--- src/rtl/score_bcd_display.sv ---
// Iterative binary-to-BCD converter driving active-low 7-segment digits, with
// leading-zero blanking and overflow saturation. Optional blink: SCORE_BLINK_EN.
module score_bcd_display #(
  parameter int BIN_W   = 8,
  parameter int DIGITS  = 3,
  parameter int BLINK_W = 24
) (
  input  logic                  clk,
  input  logic                  resetn,
  input  logic                  load,
  input  logic [BIN_W-1:0]      score,
  input  logic                  blank_lz,
  input  logic                  game_over,
  output logic                  busy,
  output logic                  done,
  output logic                  ovf,
  output logic [4*DIGITS-1:0]   bcd_out,
  output logic [7*DIGITS-1:0]   hex_out
);

  // state    | meaning
  // ST_IDLE  | waiting for load; displayed result held
  // ST_SHIFT | one double-dabble step per cycle, BIN_W cycles
  // ST_DONE  | new result visible, done pulses for this cycle
  localparam int BCD_W = 4 * DIGITS;
  localparam int CNT_W = (BIN_W > 1) ? $clog2(BIN_W) : 1;
  localparam logic [CNT_W-1:0] CNT_LAST = CNT_W'(BIN_W - 1);

  typedef enum logic [1:0] {
    ST_IDLE  = 2'd0,
    ST_SHIFT = 2'd1,
    ST_DONE  = 2'd2
  } state_t;

  state_t             state_q, state_d;
  logic [CNT_W-1:0]   cnt_q, cnt_d;
  logic [BIN_W-1:0]   bin_q, bin_d;
  logic [BCD_W-1:0]   work_q, work_d;
  logic               ovf_work_q, ovf_work_d;
  logic [BCD_W-1:0]   bcd_q, bcd_d;
  logic               ovf_q, ovf_d;

  logic [BCD_W-1:0]   work_adj;
  logic [BCD_W-1:0]   work_sh;
  logic [BIN_W-1:0]   bin_sh;
  logic               carry_out;
  logic               ovf_next;

  function automatic logic [6:0] seg7(input logic [3:0] d);
    logic [6:0] s;
    case (d)
      4'd0:    s = 7'b1000000;
      4'd1:    s = 7'b1111001;
      4'd2:    s = 7'b0100100;
      4'd3:    s = 7'b0110000;
      4'd4:    s = 7'b0011001;
      4'd5:    s = 7'b0010010;
      4'd6:    s = 7'b0000010;
      4'd7:    s = 7'b1111000;
      4'd8:    s = 7'b0000000;
      4'd9:    s = 7'b0010000;
      default: s = 7'b1111111;
    endcase
    return s;
  endfunction

  // Add-3 correction ahead of the shift; the bit leaving the top digit means
  // the score has a digit beyond what we can display.
  always_comb begin
    work_adj = work_q;
    for (int d = 0; d < DIGITS; d++) begin
      if (work_q[4*d +: 4] >= 4'd5) begin
        work_adj[4*d +: 4] = work_q[4*d +: 4] + 4'd3;
      end
    end
    carry_out = work_adj[BCD_W-1];
    work_sh   = {work_adj[BCD_W-2:0], bin_q[BIN_W-1]};
    bin_sh    = bin_q << 1;
    ovf_next  = ovf_work_q | carry_out;
  end

  always_comb begin
    state_d    = state_q;
    cnt_d      = cnt_q;
    bin_d      = bin_q;
    work_d     = work_q;
    ovf_work_d = ovf_work_q;
    bcd_d      = bcd_q;
    ovf_d      = ovf_q;
    case (state_q)
      ST_IDLE: begin
        if (load) begin
          bin_d      = score;
          work_d     = '0;
          ovf_work_d = 1'b0;
          cnt_d      = '0;
          state_d    = ST_SHIFT;
        end
      end
      ST_SHIFT: begin
        work_d     = work_sh;
        bin_d      = bin_sh;
        ovf_work_d = ovf_next;
        cnt_d      = cnt_q + CNT_W'(1);
        if (cnt_q == CNT_LAST) begin
          // Publish on entry to DONE so outputs are valid alongside done.
          cnt_d   = '0;
          state_d = ST_DONE;
          bcd_d   = ovf_next ? {DIGITS{4'h9}} : work_sh;
          ovf_d   = ovf_next;
        end
      end
      ST_DONE: begin
        state_d = ST_IDLE;
      end
      default: begin
        state_d = ST_IDLE;
      end
    endcase
  end

  always_ff @(posedge clk or negedge resetn) begin
    if (!resetn) begin
      state_q    <= ST_IDLE;
      cnt_q      <= '0;
      bin_q      <= '0;
      work_q     <= '0;
      ovf_work_q <= 1'b0;
      bcd_q      <= '0;
      ovf_q      <= 1'b0;
    end else begin
      state_q    <= state_d;
      cnt_q      <= cnt_d;
      bin_q      <= bin_d;
      work_q     <= work_d;
      ovf_work_q <= ovf_work_d;
      bcd_q      <= bcd_d;
      ovf_q      <= ovf_d;
    end
  end

`ifdef SCORE_BLINK_EN
  logic [BLINK_W-1:0] blink_q, blink_d;

  always_comb begin
    blink_d = blink_q + BLINK_W'(1);
  end

  always_ff @(posedge clk or negedge resetn) begin
    if (!resetn) begin
      blink_q <= '0;
    end else begin
      blink_q <= blink_d;
    end
  end
`else
  logic [BLINK_W-1:0] unused_blink;
  assign unused_blink = {BLINK_W{game_over}};
`endif

  logic [7*DIGITS-1:0] hex_comb;
  logic                zero_run;
  logic [6:0]          seg_k;

  // Walk from the top digit down; a digit blanks only while everything above
  // it (and itself) is zero.
  always_comb begin
    hex_comb = '1;
    zero_run = 1'b1;
    seg_k    = '1;
    for (int k = DIGITS - 1; k >= 0; k--) begin
      zero_run = zero_run & (bcd_q[4*k +: 4] == 4'd0);
      seg_k    = seg7(bcd_q[4*k +: 4]);
      if ((k != 0) && blank_lz && zero_run) begin
        seg_k = 7'b1111111;
      end
      hex_comb[7*k +: 7] = seg_k;
    end
`ifdef SCORE_BLINK_EN
    if (game_over && blink_q[BLINK_W-1]) begin
      hex_comb = '1;
    end
`endif
  end

  assign busy    = (state_q != ST_IDLE);
  assign done    = (state_q == ST_DONE);
  assign ovf     = ovf_q;
  assign bcd_out = bcd_q;
  assign hex_out = hex_comb;

endmodule

--- config.mk ---
export PLATFORM = sky130hd
export DESIGN_NAME = score_bcd_display
export DESIGN_NICKNAME = d
export VERILOG_FILES = /design/src/rtl/score_bcd_display.sv
export SDC_FILE = /design/constraint.sdc
export NUM_CORES = 1
export LEC_CHECK = 0
export CAP_MARGIN = 20
export CORE_MARGIN = 5
export CORE_UTILIZATION = 35
export DETAILED_ROUTE_END_ITERATION = 7
export HOLD_SLACK_MARGIN = 0.12
export PLACE_DENSITY = 0.61
export RECOVER_POWER = 50
export SLEW_MARGIN = 40
export SYNTH_ARGS = -nofsm -noshare
export SYNTH_HDL_FRONTEND = slang
export SYNTH_SLANG_ARGS = --single-unit
--- constraint.sdc ---
create_clock -name clk -period 2.15 [get_ports clk]
set_input_delay 0.5375 -clock clk [delete_from_list [all_inputs] [get_ports clk]]
set_output_delay 0.5375 -clock clk [all_outputs]
set_load 0.01 [all_outputs]
# == After elaboration in Yosys (flattened, before gate mapping) ==
# Memories as Yosys holds them, arrays and structs flattened.
# Cells that the tools add are included.
# Widths: inputs -> output; s select.
# word_totals
out_inout_bits,36
register_bits,39
inputBits,13
mem_count,3
mem_bits_ro,336
# op_classes
eq_ne,5
order_cmp,3
n_bitwise,2
n_reduce_logical,10
n_mux,18
n_addsub,4
# memory_table
memory,depth,width,read_ports,rd_clocked_by_memory_dff,wr,line_no,text
(name not given),16,7,1,0,0,51,case (d)
(name not given),16,7,1,0,0,51,
(name not given),16,7,1,0,0,51,
# op_table
op,count
$mux 12,2
$pmux 12 s2,1
$pmux 8 s2,1
$mux 7,2
$add 4x2->4 const B,3
$ge 4x3->1 const B,3
$mux 4,3
$logic_not 4->1,2
$mux 8,1
$mux 3,2
$pmux 3 s2,1
$reduce_and 2->1,3
$mux 2,2
$ne 2x2->1 const B,2
$pmux 2 s2,1
$reduce_bool 2->1,2
$add 3x1->3 const B,1
$eq 3x3->1 const B,1
$eq 2x1->1 const B,1
$eq 2x2->1 const B,1
$logic_and 1x1->1,2
$logic_not 2->1,1
$pmux 1 s2,1
$and 1x1->1,1
2 further kinds,2

# == Logic depth before layout (Yosys ltp) ==
# depth
ltp_word,4
ltp_mapped,8
ltp_nobuf,6

# == Worst setup path after synthesis ==
# No wires, ideal clock.
# synth_timing
path_kind,flip-flop to output port
startpoint,"register bcd_q[8], in the netlist bcd_out[8]"
endpoint,output port hex_out[10]
path_buffers,0
path_stages_with_launch,7
slack_ns,0.126
arrival_ns,1.486
cell_sequence,dfrtp_1 > inv_1 > ha_1 > and4bb_2 > a21o_1 > o21ai_0 > o21ai_0
# synth_via
elab_chain_cells,4
# synth_lines
element,line_no,text
"start, declared",40,"logic [BCD_W-1:0] bcd_q, bcd_d;"
"start signal, assigned",129,bcd_q <= '0;
"start signal, assigned",137,bcd_q <= bcd_d;
$logic_not 4->1,172,zero_run = zero_run & (bcd_q[4*k +: 4] == 4'd0);
$and 1x1->1,172,
$logic_and 1x1->1,174,if ((k != 0) && blank_lz && zero_run) begin
$mux 7,174,
"end, declared",18,output logic [7*DIGITS-1:0] hex_out
# Every way passes these cells.

# == Final worst setup path ==
# layout_timing
startpoint,"register bcd_q[8], in the netlist bcd_out[8]"
endpoint,output port hex_out[7]
# Same word-level chain as after synthesis.

==> out/qor.txt <==
placer congestion estimate: 0.8009
Starting Density: 36.28%
failing checks: negative setup slack
R2R setup slack: 0.30 ns
vias in the first global route: 2098
RSZ-0062 raised after global routing: yes
CP max stage cell: dfrtp_1
layout cell share with drive strength beyond 1: 25.91%
crit-path max cell delay: 0.37 ns
hold_buf cts: 0
final worst path period share: 108.3%
final worst slack: -0.1794 ns
maximum number of pins on one net before global-route repair: 40
CP Cell Sequence: inv_2 > ha_4 > and4bb_2 > buf_4 > buf_6 > o31ai_4 > a21oi_2 > buf_2
vias: 2183
sequential share of the synthesized area: 39.16%
Routed WL per cell: 12.85 um
maximum buffer depth of the clock tree: 2
reg-to-reg startpoint: state_q[1]
Max Cap Viol: 0
outcome: finished, violations left
grt total ovfl: 0
endpoints failing setup: 18
clk slew on worst S/H paths: 0.07 ns
Net Count, Synth: 318
top cells by area, synth: dfrtp_1, ha_1, o21ai_0
Cell Int Power: 3.217 mW
Layout Skew: 0.001684 ns
first-pass detailed-route iteration total: 4
Residual DRC: 0
CP arrival: 1.79 ns
clk sinks: 39
I/O Pins: 49
Worst slew margin: 36.69%
Layout area overhead: 37.50%
#FFs+latches synth: 39
crit end category: primary output
Crit path required time: 1.61 ns
post-layout util: 49.89%
FFs w/ async S/R, synth: 100.0%
Fin. Hold Viols: 0
area of the multi-input gates: 1490 um^2
Most used DFF post-synth: dfrtp_1
Leak: 1.565 nW
Avg Cell Area, Syn: 8.838 um^2
core area: 6869 um^2
post-layout net count: 394
Clock H-tree levels: 2
Clk pwr share: 9.4%
CTS root buffer: clkbuf_8
CP max FO: 3
Detail Placement HPWL: 4146 um
CTS tree: built
most frequent cell after synthesis: dfrtp_1
combinational power share: 66.8%
sw frac: 44.58%
Die Ht: 94.39 um
Place WS: -0.6442 ns
f_max: 429.3 MHz
Slew Limit Fails: 0
sequential cell area: 978.4 um^2
share of the synthesized area in the top cell type: 39.16%
Synth Warn #: 0
FILL cells: 655
VDD IR max: 0.8678 mV
first-pass GRT wire length: 9722 um
initial antenna violation count: 0
Synth cell types: 36
vias per inst: 4.798
ant diodes: 0
DRT iter0 DRCs: 126
most area-hungry cell type in the Yosys netlist: dfrtp_1
Worst R2R Path Depth: 4
clk_lat worst skew: 0.29 ns
sequential power share: 23.9%
critical path launch point: bcd_out[8]
worst reg2reg endpoint: bin_q[4]
Synth top cells by count: dfrtp_1, o21ai_0, nand2_1
Port Buffers: 47
Rows: 30
post-route ant nets: 0
number of flops mapped to enable cells by yosys: 0
Worst setup SP type: flop
fin crit period: 2.329 ns
Hold Path Class: primary input to async pin
Total Power: 5.805 mW
Syn Std Cell Area: 2492 um^2
CTS Buf Count: 5
drt total wl: 5846 um
P_sw: 2.588 mW
Global Route Usage Sum: 13.34%
kind of critical path: flop to primary output
DIE AREA: 8909 um^2
Mapped Cells: 282
PwrDens: 1694 nW/um^2
Tightest Pin Transition: 0.9497 ns
Die X-Extent: 94.39 um
[placed cells by master, fill, tap and decap left out, types with 16 or more instances in the layout]
cell type and instances:
a21oi_1 23, buf_2 17, buf_4 29, clkdlybuf4s50_1 23, dfrtp_1 37, ha_1 21
inv_1 16, nand2_1 31, nor2_1 18, o21ai_0 24
[per-layer routing]
layer,share of wire [%],up-vias,GRT usage (%)
met5,0,-,0
met4,0.67,0,2.888
met3,4.8,5,3.187
met2,46,48,22.28
met1,48,999,17.58
li1,-,1131,-
[repair_timing]
action	in CTS	in global routing
gates resized for setup	94	26
buffers inserted	6	7
cloned	0	0
endpoints found under the setup margin	21	20
pin swaps	9	12
[critical path, delay by kind of cell, from the launching register on]
family / cells / cell delay, ns
AO/OA/AOI/OAI: 2 / 0.26
AND/OR/NAND/NOR: 1 / 0.26
buffers and inverters: 4 / 0.46
flip-flops: 1 / 0.37
adder cells (fa/ha/maj): 1 / 0.16
[metrics by stage]
step	instances	setup TNS, ns	cell area, um^2	hold slack [ns]
6_report	455	-1.675	3427	0.4707
3_5_place_dp	438	-7.720	3222	0.4769
4_1_cts	452	-1.003	3338	0.3108
3_3_place_gp	438	-7.579	3222	0.4665
5_1_grt	455	-4.754	3427	0.5284
2_1_floorplan	282	0	2492	0.2419
[power by group through the flow]
stage	combinational [mW]	clock [mW]	sequential (mW)
after global routing	4.32	0.587	1.44
after detailed placement	3.85	0	1.39
after global placement	3.80	0	1.38
after CTS	3.67	0.556	1.38
after floorplan	2.08	0	1.39
final	3.88	0.543	1.39
[final cells by class]
cell class	instances	area share, %
Clock buffer	8	2.921
Tap cell	96	3.505
Timing Repair Buffer	83	19.35
Multi-Input combinational cell	209	43.48
Inverter	20	2.191
Sequential cell	39	28.55
[flip-flops by register name, indices dropped and copies added, names as in the netlist]
name        count
bcd_out        12
work_q         12
bin_q           8
cnt_q           3
state_q         2
ovf             1
ovf_work_q      1
[worst max-delay path by stage]
stage	cells past startpoint	slack, ns	endpoint
floorplan	6	0.13	hex_out[10]
global placement	5	-0.62	hex_out[20]
detailed placement	6	-0.64	hex_out[10]
CTS	8	-0.15	hex_out[10]
global route	8	-0.26	hex_out[7]
finish	8	-0.18	hex_out[7]
[logic make-up (layout without fill, tap and decap cells)]
logic type,after synthesis,in the layout,synth area share [%]
AO/OA/AOI/OAI,98,98,23.75
AND/OR/NAND/NOR,76,76,14.91
flip-flops,39,39,39.16
buffers and inverters,34,111,5.873
adder cells (fa/ha/maj),23,23,11.55
multiplexers,9,9,3.715
XOR/XNOR,3,3,1.054
(Power assumes the default switching activity.)
